--- config.mk ---
export PLATFORM = sky130hd
export DESIGN_NAME = cpu_clock_ctrl
export DESIGN_NICKNAME = d
export VERILOG_FILES = /design/src/rtl/cpu_clock_ctrl.sv
export SDC_FILE = /design/constraint.sdc
export NUM_CORES = 1
export LEC_CHECK = 0
export CELL_PAD_IN_SITES_DETAIL_PLACEMENT = 1
export CELL_PAD_IN_SITES_GLOBAL_PLACEMENT = 1
export CORE_MARGIN = 8
export CORE_UTILIZATION = 28
export DETAILED_ROUTE_END_ITERATION = 8
export GPL_TIMING_DRIVEN = 1
export PLACE_DENSITY_LB_ADDON = 0.1
export REMOVE_ABC_BUFFERS = 1
export SYNTH_ARGS = -nofsm -noshare
export SYNTH_HDL_FRONTEND = slang
export SYNTH_SLANG_ARGS = --single-unit
--- constraint.sdc ---
create_clock -name clk_cpu_fast -period 3.1 [get_ports clk_cpu_fast]
set_clock_uncertainty 0.05 [all_clocks]
set_input_delay 0.465 -clock clk_cpu_fast [delete_from_list [all_inputs] [get_ports clk_cpu_fast]]
set_output_delay 0.465 -clock clk_cpu_fast [all_outputs]
set_load 0.005 [all_outputs]
--- src/rtl/cpu_clock_ctrl.sv ---
// cpu_clock_ctrl: CPU-domain clock-enable and reset controller.
//
// Runs entirely on clk_cpu_fast. After a synchronised PLL lock and a fixed
// stabilisation delay it releases the CPU reset. It then produces a
// divided clock enable that can be run, halted or single-stepped.
//
// Optional feature macro: CPU_CLOCK_CTRL_THROTTLE_EN
//   Defined   : run_mode 11 limits enables to frame_budget per video frame.
//               The frame is delimited by a synchronised vblank rising edge.
//   Undefined : run_mode 11 behaves as 00. frame_tick and budget_exhausted
//               are tied low, and the vblank path and budget counter are
//               not built.
//
// Step handshake: step_req is a level sampled only while the FSM is in
// HALT; sampling it high starts exactly one enable pulse. step_done is a
// one-cycle completion strobe in the cycle after that pulse, which is the
// same cycle the FSM is back in HALT. There is no back-pressure on either
// side. A request still held high at that point starts another step.
module cpu_clock_ctrl #(
  parameter int DIV_WIDTH    = 4,
  parameter int RESET_DELAY  = 128,
  parameter int SYNC_STAGES  = 3,
  parameter int BUDGET_WIDTH = 20
) (
  input  logic                    clk_cpu_fast,
  input  logic                    rst_n,
  input  logic                    pll_locked,
  input  logic [DIV_WIDTH-1:0]    div_sel,
  input  logic [1:0]              run_mode,
  input  logic                    step_req,
  input  logic                    vblank_async,
  input  logic [BUDGET_WIDTH-1:0] frame_budget,
  output logic                    clk_cpu_en,
  output logic                    rst_cpu_n,
  output logic [2:0]              state,
  output logic                    step_done,
  output logic                    frame_tick,
  output logic                    budget_exhausted
);

  typedef enum logic [2:0] {
    ST_LOCKWAIT = 3'b000,
    ST_STABLE   = 3'b001,
    ST_RUN      = 3'b010,
    ST_HALT     = 3'b011,
    ST_STEP     = 3'b100
  } state_t;

  localparam int DLY_W = (RESET_DELAY > 1) ? $clog2(RESET_DELAY) : 1;
  localparam logic [DLY_W-1:0] DLY_LAST = DLY_W'(RESET_DELAY - 1);

  state_t                 state_q;
  state_t                 state_nxt;
  logic [DLY_W-1:0]       dly_cnt;
  logic [SYNC_STAGES-1:0] lock_sync;
  logic                   lock_s;
  logic                   mode_halt;
  logic [DIV_WIDTH-1:0]   n_q;
  logic [DIV_WIDTH-1:0]   n_m1;
  logic [DIV_WIDTH-1:0]   div_cnt;
  logic                   wrap;
  logic                   div_active;
  logic                   blocked;
  logic                   allowed;
  logic                   issue;
  logic                   cpu_active_nxt;

  assign state = state_q;

  // PLL lock synchroniser; lock_s is the last stage.
  always_ff @(posedge clk_cpu_fast or negedge rst_n) begin
    if (!rst_n) begin
      lock_sync <= '0;
    end else begin
      lock_sync <= {lock_sync[SYNC_STAGES-2:0], pll_locked};
    end
  end

  assign lock_s    = lock_sync[SYNC_STAGES-1];
  // Encodings 01 and 10 both mean halt; 00 and 11 both mean run.
  assign mode_halt = (run_mode == 2'b01) || (run_mode == 2'b10);

  // Next-state decode. Lock loss outranks every other transition.
  always_comb begin
    state_nxt = state_q;
    if (!lock_s) begin
      state_nxt = ST_LOCKWAIT;
    end else begin
      case (state_q)
        ST_LOCKWAIT: state_nxt = ST_STABLE;
        ST_STABLE: begin
          if (dly_cnt == DLY_LAST) begin
            state_nxt = mode_halt ? ST_HALT : ST_RUN;
          end
        end
        ST_RUN: begin
          if (mode_halt) begin
            state_nxt = ST_HALT;
          end
        end
        ST_HALT: begin
          if (!mode_halt) begin
            state_nxt = ST_RUN;
          end else if (step_req) begin
            state_nxt = ST_STEP;
          end
        end
        // Leave only once the single enable has been issued. Run-mode
        // changes wait until the FSM is back in HALT.
        ST_STEP: begin
          if (clk_cpu_en) begin
            state_nxt = ST_HALT;
          end
        end
        default: state_nxt = ST_LOCKWAIT;
      endcase
    end
  end

  // A latched ratio of 0 is treated as 1.
  assign n_m1 = (n_q == '0) ? '0 : (n_q - DIV_WIDTH'(1));
  // Treat any count at or above N-1 as a wrap. This covers the case where
  // the ratio shrinks below the current count on a div_cnt=0 latch, so the
  // counter can never run past the period end.
  assign wrap       = (div_cnt >= n_m1);
  assign div_active = (state_q == ST_RUN) || (state_q == ST_STEP);

  // Enable gating. In STEP only the first wrap is honoured: once the pulse
  // is out (clk_cpu_en high) the FSM is leaving STEP.
  assign allowed = lock_s &&
                   (((state_q == ST_RUN) && !blocked) ||
                    ((state_q == ST_STEP) && !clk_cpu_en));
  assign issue   = wrap && allowed;

  assign cpu_active_nxt = (state_nxt == ST_RUN) || (state_nxt == ST_HALT) ||
                          (state_nxt == ST_STEP);

  // Divider. The ratio is latched only at a period boundary or while idle,
  // and the counter restarts from 0 whenever RUN or STEP is entered.
  always_ff @(posedge clk_cpu_fast or negedge rst_n) begin
    if (!rst_n) begin
      n_q     <= '0;
      div_cnt <= '0;
    end else begin
      if (wrap || (div_cnt == '0)) begin
        n_q <= div_sel;
      end
      if (div_active && (state_nxt == state_q)) begin
        div_cnt <= wrap ? '0 : (div_cnt + DIV_WIDTH'(1));
      end else begin
        div_cnt <= '0;
      end
    end
  end

  // Control FSM with registered reset, enable and step-done outputs.
  always_ff @(posedge clk_cpu_fast or negedge rst_n) begin
    if (!rst_n) begin
      state_q    <= ST_LOCKWAIT;
      dly_cnt    <= '0;
      rst_cpu_n  <= 1'b0;
      clk_cpu_en <= 1'b0;
      step_done  <= 1'b0;
    end else begin
      state_q    <= state_nxt;
      dly_cnt    <= ((state_q == ST_STABLE) && (state_nxt == ST_STABLE)) ?
                    (dly_cnt + DLY_W'(1)) : '0;
      rst_cpu_n  <= cpu_active_nxt;
      clk_cpu_en <= issue;
      step_done  <= (state_q == ST_STEP) && (state_nxt == ST_HALT);
    end
  end

`ifdef CPU_CLOCK_CTRL_THROTTLE_EN
  logic [SYNC_STAGES-1:0]  vb_sync;
  logic                    vb_s;
  logic                    vb_d;
  logic                    frame_tick_q;
  logic                    budget_exh_q;
  logic                    throttled;
  logic [BUDGET_WIDTH-1:0] budget_cnt;
  logic [BUDGET_WIDTH-1:0] budget_nxt;

  assign vb_s      = vb_sync[SYNC_STAGES-1];
  assign throttled = (run_mode == 2'b11) && (frame_budget != '0);
  assign blocked   = throttled && (budget_cnt == '0);

  // Budget update. A frame tick reloads the budget; if an enable is issued
  // on the same edge, that enable is charged to the new frame.
  always_comb begin
    budget_nxt = budget_cnt;
    if (frame_tick_q) begin
      budget_nxt = (issue && (frame_budget != '0)) ?
                   (frame_budget - BUDGET_WIDTH'(1)) : frame_budget;
    end else if (issue && (budget_cnt != '0)) begin
      budget_nxt = budget_cnt - BUDGET_WIDTH'(1);
    end
  end

  // vblank synchroniser, rising-edge detect and frame budget counter.
  always_ff @(posedge clk_cpu_fast or negedge rst_n) begin
    if (!rst_n) begin
      vb_sync      <= '0;
      vb_d         <= 1'b0;
      frame_tick_q <= 1'b0;
      budget_cnt   <= '0;
      budget_exh_q <= 1'b0;
    end else begin
      vb_sync      <= {vb_sync[SYNC_STAGES-2:0], vblank_async};
      vb_d         <= vb_s;
      frame_tick_q <= vb_s && !vb_d;
      budget_cnt   <= budget_nxt;
      // Rises on the edge the first enable is suppressed, falls on the edge
      // enables resume.
      budget_exh_q <= blocked;
    end
  end

  assign frame_tick       = frame_tick_q;
  assign budget_exhausted = budget_exh_q;
`else
  logic unused_throttle_inputs;

  assign unused_throttle_inputs = ^{vblank_async, frame_budget};
  assign blocked                = 1'b0;
  assign frame_tick             = 1'b0;
  assign budget_exhausted       = 1'b0;
`endif

endmodule

Word-level counts from Yosys, hierarchy flattened --
Index checks and enable logic that the tools add are counted.
Cells by class: add/subtract/negate cells 3, $lt $le $gt $ge 1, equality and inequality tests 12, multiplexer cells 12, reductions and logical operators 16
Operator list (count):
- 3-bit two-way mux | 6
- 3-bit one-hot mux with 5 select lines | 1
- 3-bit by 2-bit equality test with 1-bit output (second input constant) | 4
- 4-bit two-way mux | 3
- 4-bit zero test | 2
- 7-bit by 1-bit adder with 7-bit output (second input constant) | 1
- 7-bit equality test (second input constant) | 1
- 7-bit two-way mux | 1
- 3-bit by 1-bit equality test with 1-bit output (second input constant) | 2
- 3-bit equality test (second input constant) | 2
- 1-bit logical AND | 6
- 1-bit logical OR | 6
- 4-bit by 1-bit adder with 4-bit output (second input constant) | 1
- 4-bit >= comparator | 1
- 4-bit by 1-bit subtractor with 4-bit output (second input constant) | 1
- 3-bit equality test | 1
- 3-bit zero test | 1
- 2-bit by 1-bit equality test with 1-bit output (second input constant) | 1
- 2-bit equality test (second input constant) | 1
- 1-bit zero test | 1
- 1-bit two-way mux | 1
Storage, ports and cells: flip-flop bits (word level) 24, input port bits 31, output and inout bits 8

Logic depth before layout (Yosys ltp) --
Gate-level depths: netlist of the first run.
word-level depth 9, gate-level depth with buffers 8

Worst setup path before layout of the first run --
OpenSTA, ideal clock, no wires.
path kind register to register, from register n_q[1], to register n_q[2], library setup time 0.125 ns, arrival 2.008 ns, data required time 2.925 ns, setup slack 0.917 ns, cell stages (with the launch flop) 8, clock period less this slack 2.183 ns, cell sequence dfrtp_1 -> or2_2 -> nor3b_1 -> a21oi_1 -> ha_1 -> a2111oi_4 -> o21ai_2 -> mux2_4
Between the ends: word-level cells in the longest chain between the ends 4, elaborated cells on any way between the ends 5, those cells by class add/sub (1); order compare (1); mux (1); reduce/logical (2)
RTL lines:
- start: declaration | RTL line 58 | logic [DIV_WIDTH-1:0] n_q;
- start signal: assignment | RTL line 146 | n_q <= div_sel;
- 4-bit by 1-bit subtractor with 4-bit output or 4-bit zero test (tied branches) | RTL line 121 | assign n_m1 = (n_q == '0) ? '0 : (n_q - DIV_WIDTH'(1));
- 4-bit two-way mux (*) | RTL line 121
- 4-bit >= comparator (*) | RTL line 125 | assign wrap = (div_cnt >= n_m1);
- 1-bit logical OR (*) | RTL line 145 | if (wrap || (div_cnt == '0)) begin
Mark *: on every way between the ends. The rest lies on a longest branch, timed or not. A chain may end at the register's enable or synchronous reset.

Worst setup path in the final report of the first run --
from register n_q[1], to register n_q[0]
Same word-level chain as after synthesis.

==> results of run 1 <==
==> path summary, 6_finish.rpt <==
kind                                   startpoint  depth (start not counted)  slack, ns                endpoint
setup / recovery               n_q[1]$_DFFE_PN0P_                          7       0.73      n_q[0]$_DFFE_PN0P_
min in group asynchronous                   rst_n                          2       0.50      state[1]$_DFF_PN0_
hold / removal             lock_sync[0]$_DFF_PN0_                          0       0.30  lock_sync[1]$_DFF_PN0_
setup reg to reg               n_q[1]$_DFFE_PN0P_                          7       0.73      n_q[0]$_DFFE_PN0P_
max in group asynchronous                   rst_n                          2       2.26      n_q[0]$_DFFE_PN0P_
hold reg to reg            lock_sync[0]$_DFF_PN0_                          0       0.30  lock_sync[1]$_DFF_PN0_
==> metal layers <==
layer  track usage  vias up  part of all wire
li1              -      443                 -
met1        0.1019      448              0.48
met2        0.1252       12              0.48
met3       0.02930        2             0.039
met4       0.01917        0            0.0066
met5             0        -                 0
==> state kept, by name, indices dropped and copies added (netlist names) <==
register	flops
step_done	1
clk_cpu_en	1
n_q	4
dly_cnt	7
div_cnt	4
state	3
rst_cpu_n	1
lock_sync	3
==> through the flow <==
| step | worst slack, ns | power (W) |
|---|---|---|
| after global routing | 0.6170 | 0.0006908 |
| after detailed placement | 0.7096 | 0.0003961 |
| after floorplan | 0.9173 | 0.0003649 |
| after global placement | 0.8028 | 0.0003941 |
| final | 0.7284 | 0.0006624 |
| after CTS | 0.7008 | 0.0006754 |
==> worst max-delay path, cell delays in order, from the launching register on <==
cell and delay [ns]:
dfrtp_1 0.43, or2_2 0.34, nor3b_1 0.21, a21oi_1 0.07, ha_1 0.23, a2111oi_4 0.41, o21ai_2 0.20, mux2_4 0.32
==> layout make-up <==
type	count	area, sq um	share of cell area
repair buffers	16	157.7	0.1021
clock buffers	3	41.29	0.02674
flip-flops and latches	24	600.6	0.3890
clock inverters	1	30.03	0.01945
well taps	52	65.06	0.04214
multi-input cells	89	634.4	0.4109
inverters	4	15.01	0.009724
==> cells by family after synthesis <==
kind of cell             Yosys count  synth area share
AO/OA/AOI/OAI                     18            0.1128
XOR/XNOR                           9           0.06231
adder cells (fa/ha/maj)            7           0.06924
buffers and inverters              7           0.02670
flip-flops                        24            0.4748
multiplexers                       4           0.04748
other                              1          0.002965
AND/OR/NAND/NOR                   49            0.2037
==> cell usage after synthesis <==
cell type and number:
a221oi_1 1, o21ai_0 1, a221oi_2 1, mux2_4 4, xor2_1 4, ha_1 7
dfrtp_1 24, and3_1 2, o31ai_1 1, o211ai_1 1, a22o_1 1, buf_4 2
clkbuf_1 1, nand3b_1 2, or3b_1 1, nand3_1 7, nor4b_2 1, or2_2 2
o21a_1 1, xnor2_1 5, nor3b_1 2, o22ai_1 1, o21ai_2 1, conb_1 1
a2111oi_4 1, and2_1 1, nand2b_4 1, nor2_1 21, inv_1 4, a21oi_1 8
nand2b_1 4, nor3_1 1, nand2_1 4
==> report_power, final <==
group,switching [W],internal [W],total [W]
Sequential,0.00000866,0.000320,0.000328
Clock,0.000101,0.000173,0.000274
Combinational,0.0000290,0.0000310,0.0000600
==> layout by cell type, fill, tap and decap left out, types with 4 or more instances in the layout <==
| cell type | n |
|---|---|
| nand2b_1 | 4 |
| clkdlybuf4s50_1 | 15 |
| mux2_4 | 4 |
| a21oi_1 | 8 |
| ha_1 | 7 |
| xnor2_1 | 5 |
| nor2_1 | 21 |
| nand3_1 | 7 |
| xor2_1 | 4 |
| inv_1 | 4 |
| dfrtp_1 | 24 |
| nand2_1 | 4 |
==> impl_metrics.yaml, run 1 <==
clocking:
  numCtsBuffers: 3
  cts_tree: "built"
  numClockSinks: 24
  cts_resized: 0
  root_buffer: "clkbuf_8"
  postCtsSetupRepairBufs: 0
  h-tree-depth: 1
  clk_pin_slew_ns: 0.09
  hold_buffers: 0
  clk_latency_ns: 0.26
  cts_max_path_buffers: 2
cells_and_area:
  num_antenna_cells: 0
  fillers: 488
  fin_nets: 176
  instances_no_fill: 189
  final_util: 0.3546
  area_delta_synth_final_pct: 22.06
  fin_area_sq_um: 1544
  drive_gt1_frac: 0.1168
sta:
  rsz0062_at_grt: "no"
  fin_crit_sh: 0.7650
  fin_setup_tns_ns: 0
  final_max_slew_viol_count: 0
  finalCriticalPeriod_ns: 2.372
  max_freq_ghz: 0.4217
  hold_ws_ns: 0.3050
  hold_violations: 0
  setup_violations: 0
routing:
  wirelength_mm: 2.736
  drc_errors: 0
  vias: 905
  dr.pass1.iters: 4
  via_per_inst: 4.788
  drt_iter0_drc: 50
  avgRoutedWirePerCell_microns: 14.48
  ant_nets: 0
floorplanning:
  dieArea_sq_um: 6925
  core_area_sq_um: 4354
  initial_core_util: 0.2905
  io_pins: 39
  die_w_microns: 83.22
  die_h_microns: 83.22
  rows: 24
power_and_ir_drop:
  p_leak_nw: 0.6579
  ir_drop_uv: 243.2
  p_per_area_nw_per_um2: 429.0
yosys:
  synth_cells: 119
  ys_ff_latch: 24
  ys_types: 33
  yosys_warnings: 0
  yosysTopAreaCell: "dfrtp_1"
  synth_top_area_frac: 0.4748
  netlist_area_sq_um: 1265
  synth_seq_area_share: 0.4748
  synthTopCellsByArea: "dfrtp_1, ha_1, nor2_1, mux2_4, xnor2_1"
  avgSynthCellArea_sq_um: 10.63
grt:
  antenna_found_initial: 0
  grt_pass1_vias: 908
  grt_pass1_wl_mm: 4.574
  grt_start_max_net_pins: 25
  grt_overflow: 0
  grt.total_usage: 0.08033
placement:
  placement.io_buffers: 15
  place_inst: 185
  gp_congestion: 0.7739
  hpwlAfterDp_mm: 2.127
  place_area_sq_um: 1473
worst_setup_path:
  endpoint_kind: "flop"
  crit_required_ns: 3.21
  cp_data_arrival_time_ns: 2.48
  startpoint_type: "flop"
  critPathKind: "flop to flop"
  cp_max_fo: 5
run_status:
  status: "completed"
flow_run:
  drv_cap: 0
hold_path:
  hold_class: "flop to flop"
Note: power is estimated with default switching activity, not from simulation.
==> run 2: changes to the inputs <==
Clock period 3.1 ns to 2.05 ns, I/O delays scaled along.
==> run 2 against run 1 <==
Effect of this change:
- the run now ends with setup timing left
- sequential cell count unchanged
- core utilization up 2.8 points
- count of clock-buffer cells in the layout unchanged
- die area unchanged
- register-to-register slack worse by 0.85 ns
- power up 55%
- via count up 2.7%
- non-clock buffer count up 10
- fmax up 9.4%
- worst hold slack better by 0.0045 ns
- critical path type unchanged
- largest power group unchanged
==> impl_metrics.yaml, run 2 (same netlist as run 1, synthesis figures left out) <==
run_status:
  status: "complete, but fails checks"
  violations: "setup timing"
routing:
  ant_nets: 0
  avgRoutedWirePerCell_microns: 14.04
  drc_errors: 0
  drt_iter0_drc: 42
  vias: 929
  wirelength_mm: 2.793
  via_per_inst: 4.668
  dr.pass1.iters: 2
power_and_ir_drop:
  ir_drop_uv: 228.0
  netSwitchingPower_w: 0.0002189
  p_leak_nw: 0.7144
  p_per_area_nw_per_um2: 616.8
  pwr-share-clk: 0.403
  finalPower_w: 0.001028
  seq_power_share: 0.482
  sw_frac_of_total: 0.2130
  power_frac_comb: 0.115
  p_int_w: 0.0008090
hold_path:
  hold_end: "lock_sync[2]$_DFF_PN0_"
  min_from: "lock_sync[1]$_DFF_PN0_"
  hold_class: "flop to flop"
  min_path_cells: 0
worst_setup_path:
  critPathKind: "flop to flop"
  crit_slowest_cell: "a2111oi_4"
  r2r_slack_ns: -0.12
  worstPathCellList: "or2_4, nor2_2, a21oi_2, ha_1, a2111oi_4, o21ai_4, mux2_4"
  endpoint_kind: "flop"
  cp_data_arrival_time_ns: 2.27
  r2r-start: "n_q[1]$_DFFE_PN0P_"
  max_stage_delay_ns: 0.44
  worstRegToRegCells: 7
  cpLargestDelayFamily: "compound AO/OA/AOI/OAI gates"
  startpoint_type: "flop"
  crit_start: "n_q[1]$_DFFE_PN0P_"
  crit_required_ns: 2.16
  cp_max_fo: 4
  path_buf_inv: 0
  timing.rr.end: "n_q[0]$_DFFE_PN0P_"
clocking:
  clk_latency_ns: 0.27
  h-tree-depth: 1
  root_buffer: "clkbuf_8"
  clk_pin_slew_ns: 0.09
  numCtsBuffers: 3
  numClockSinks: 24
  hold_buffers: 0
  cts_max_path_buffers: 2
  cts_tree: "built"
floorplanning:
  dieArea_sq_um: 6925
  die_w_microns: 83.22
  rows: 24
  die_h_microns: 83.22
  io_pins: 39
  core_area_sq_um: 4354
  initial_core_util: 0.2905
grt:
  grt_pass1_wl_mm: 4.747
  grt_overflow: 0
  grt_start_max_net_pins: 25
  grt_pass1_vias: 989
  antenna_found_initial: 0
  grt.total_usage: 0.08266
placement:
  place_ws_ns: -0.2289
  hpwlAfterDp_mm: 2.094
  placement.io_buffers: 15
  gp_congestion: 0.7668
  place_area_sq_um: 1533
cells_and_area:
  mostFrequentLayoutCells: "dfrtp_1, nor2_1, clkdlybuf4s50_1"
  ff_latch_area_sq_um: 600.6
  layout_commonest_cell: "dfrtp_1"
  final_util: 0.3828
  area_delta_synth_final_pct: 31.75
  largest_reg_flops: 7
  regMostFlops: "dly_cnt"
  num_antenna_cells: 0
  fin_area_sq_um: 1667
  fin_nets: 186
  drive_gt1_frac: 0.2245
  reg_top3: "dly_cnt x7, div_cnt x4, n_q x4"
  multiInputGateArea_sq_um: 674.4
  fillers: 496
sta:
  fin_crit_sh: 1.057
  setup_violations: 8
  max_freq_ghz: 0.4615
  hold_violations: 0
  rsz0062_at_grt: "yes"
  final_max_slew_viol_count: 0
  setup_slack_ns: -0.1170
  finalCriticalPeriod_ns: 2.167
  hold_ws_ns: 0.3095
flow_run:
  drv_cap: 0
## run 2: changes by cell type in the layout (fill, tap and decap cells not counted), moves of 2 or more
cell / before / now
buf_4: 1 / 9
nor2_1: 21 / 18
nor2_2: 0 / 3
buf_6: 0 / 2
## run 2: power by group through the flow
stage	Sequential, W	Combinational (W)	Clock, W
floorplan	0.000502	0.0000499	0
global placement	0.000503	0.000106	0
detailed placement	0.000503	0.000109	0
CTS	0.000494	0.000114	0.000431
global route	0.000497	0.000131	0.000454
finish	0.000495	0.000118	0.000414
## run 2: how the worst max path moves through the flow
stage / endpoint / slack (ns) / depth (start not counted)
after floorplan: n_q[2]$_DFFE_PN0P_ / -0.13 / 7
after global routing: div_cnt[0]$_DFF_PN0_ / -0.26 / 8
after CTS: n_q[0]$_DFFE_PN0P_ / -0.13 / 7
after global placement: n_q[3]$_DFFE_PN0P_ / -0.21 / 8
final: n_q[0]$_DFFE_PN0P_ / -0.12 / 7
after detailed placement: n_q[0]$_DFFE_PN0P_ / -0.23 / 8
## run 2: through the flow
stage	setup TNS [ns]	std cells
after floorplan	-0.5309	117
after global placement	-1.326	193
after detailed placement	-1.565	193
after CTS	-1.031	198
after global routing	-1.815	199
final	-0.8225	199
## run 2: final cells by class
class,instances,share of cell area
multi-input cells,89,0.4047
flip-flops and latches,24,0.3604
repair buffers,26,0.1441
well taps,52,0.03904
clock buffers,3,0.02477
clock inverters,1,0.01802
inverters,4,0.009009
## run 2: metal layers
layer / share of wire / GRT usage / routed length, microns / vias to the layer above
li1: - / - / - / 465
met1: 0.48 / 0.1017 / 1344 / 453
met2: 0.48 / 0.1330 / 1332 / 9
met3: 0.035 / 0.03027 / 97 / 2
met4: 0.0068 / 0.01917 / 19 / 0
met5: 0 / 0 / 0 / -
## run 2: timing repair
item                       CTS  global route
pin swaps                    8             3
setup endpoints to repair    8             9
buffers inserted             1             1
resized for setup            5             7
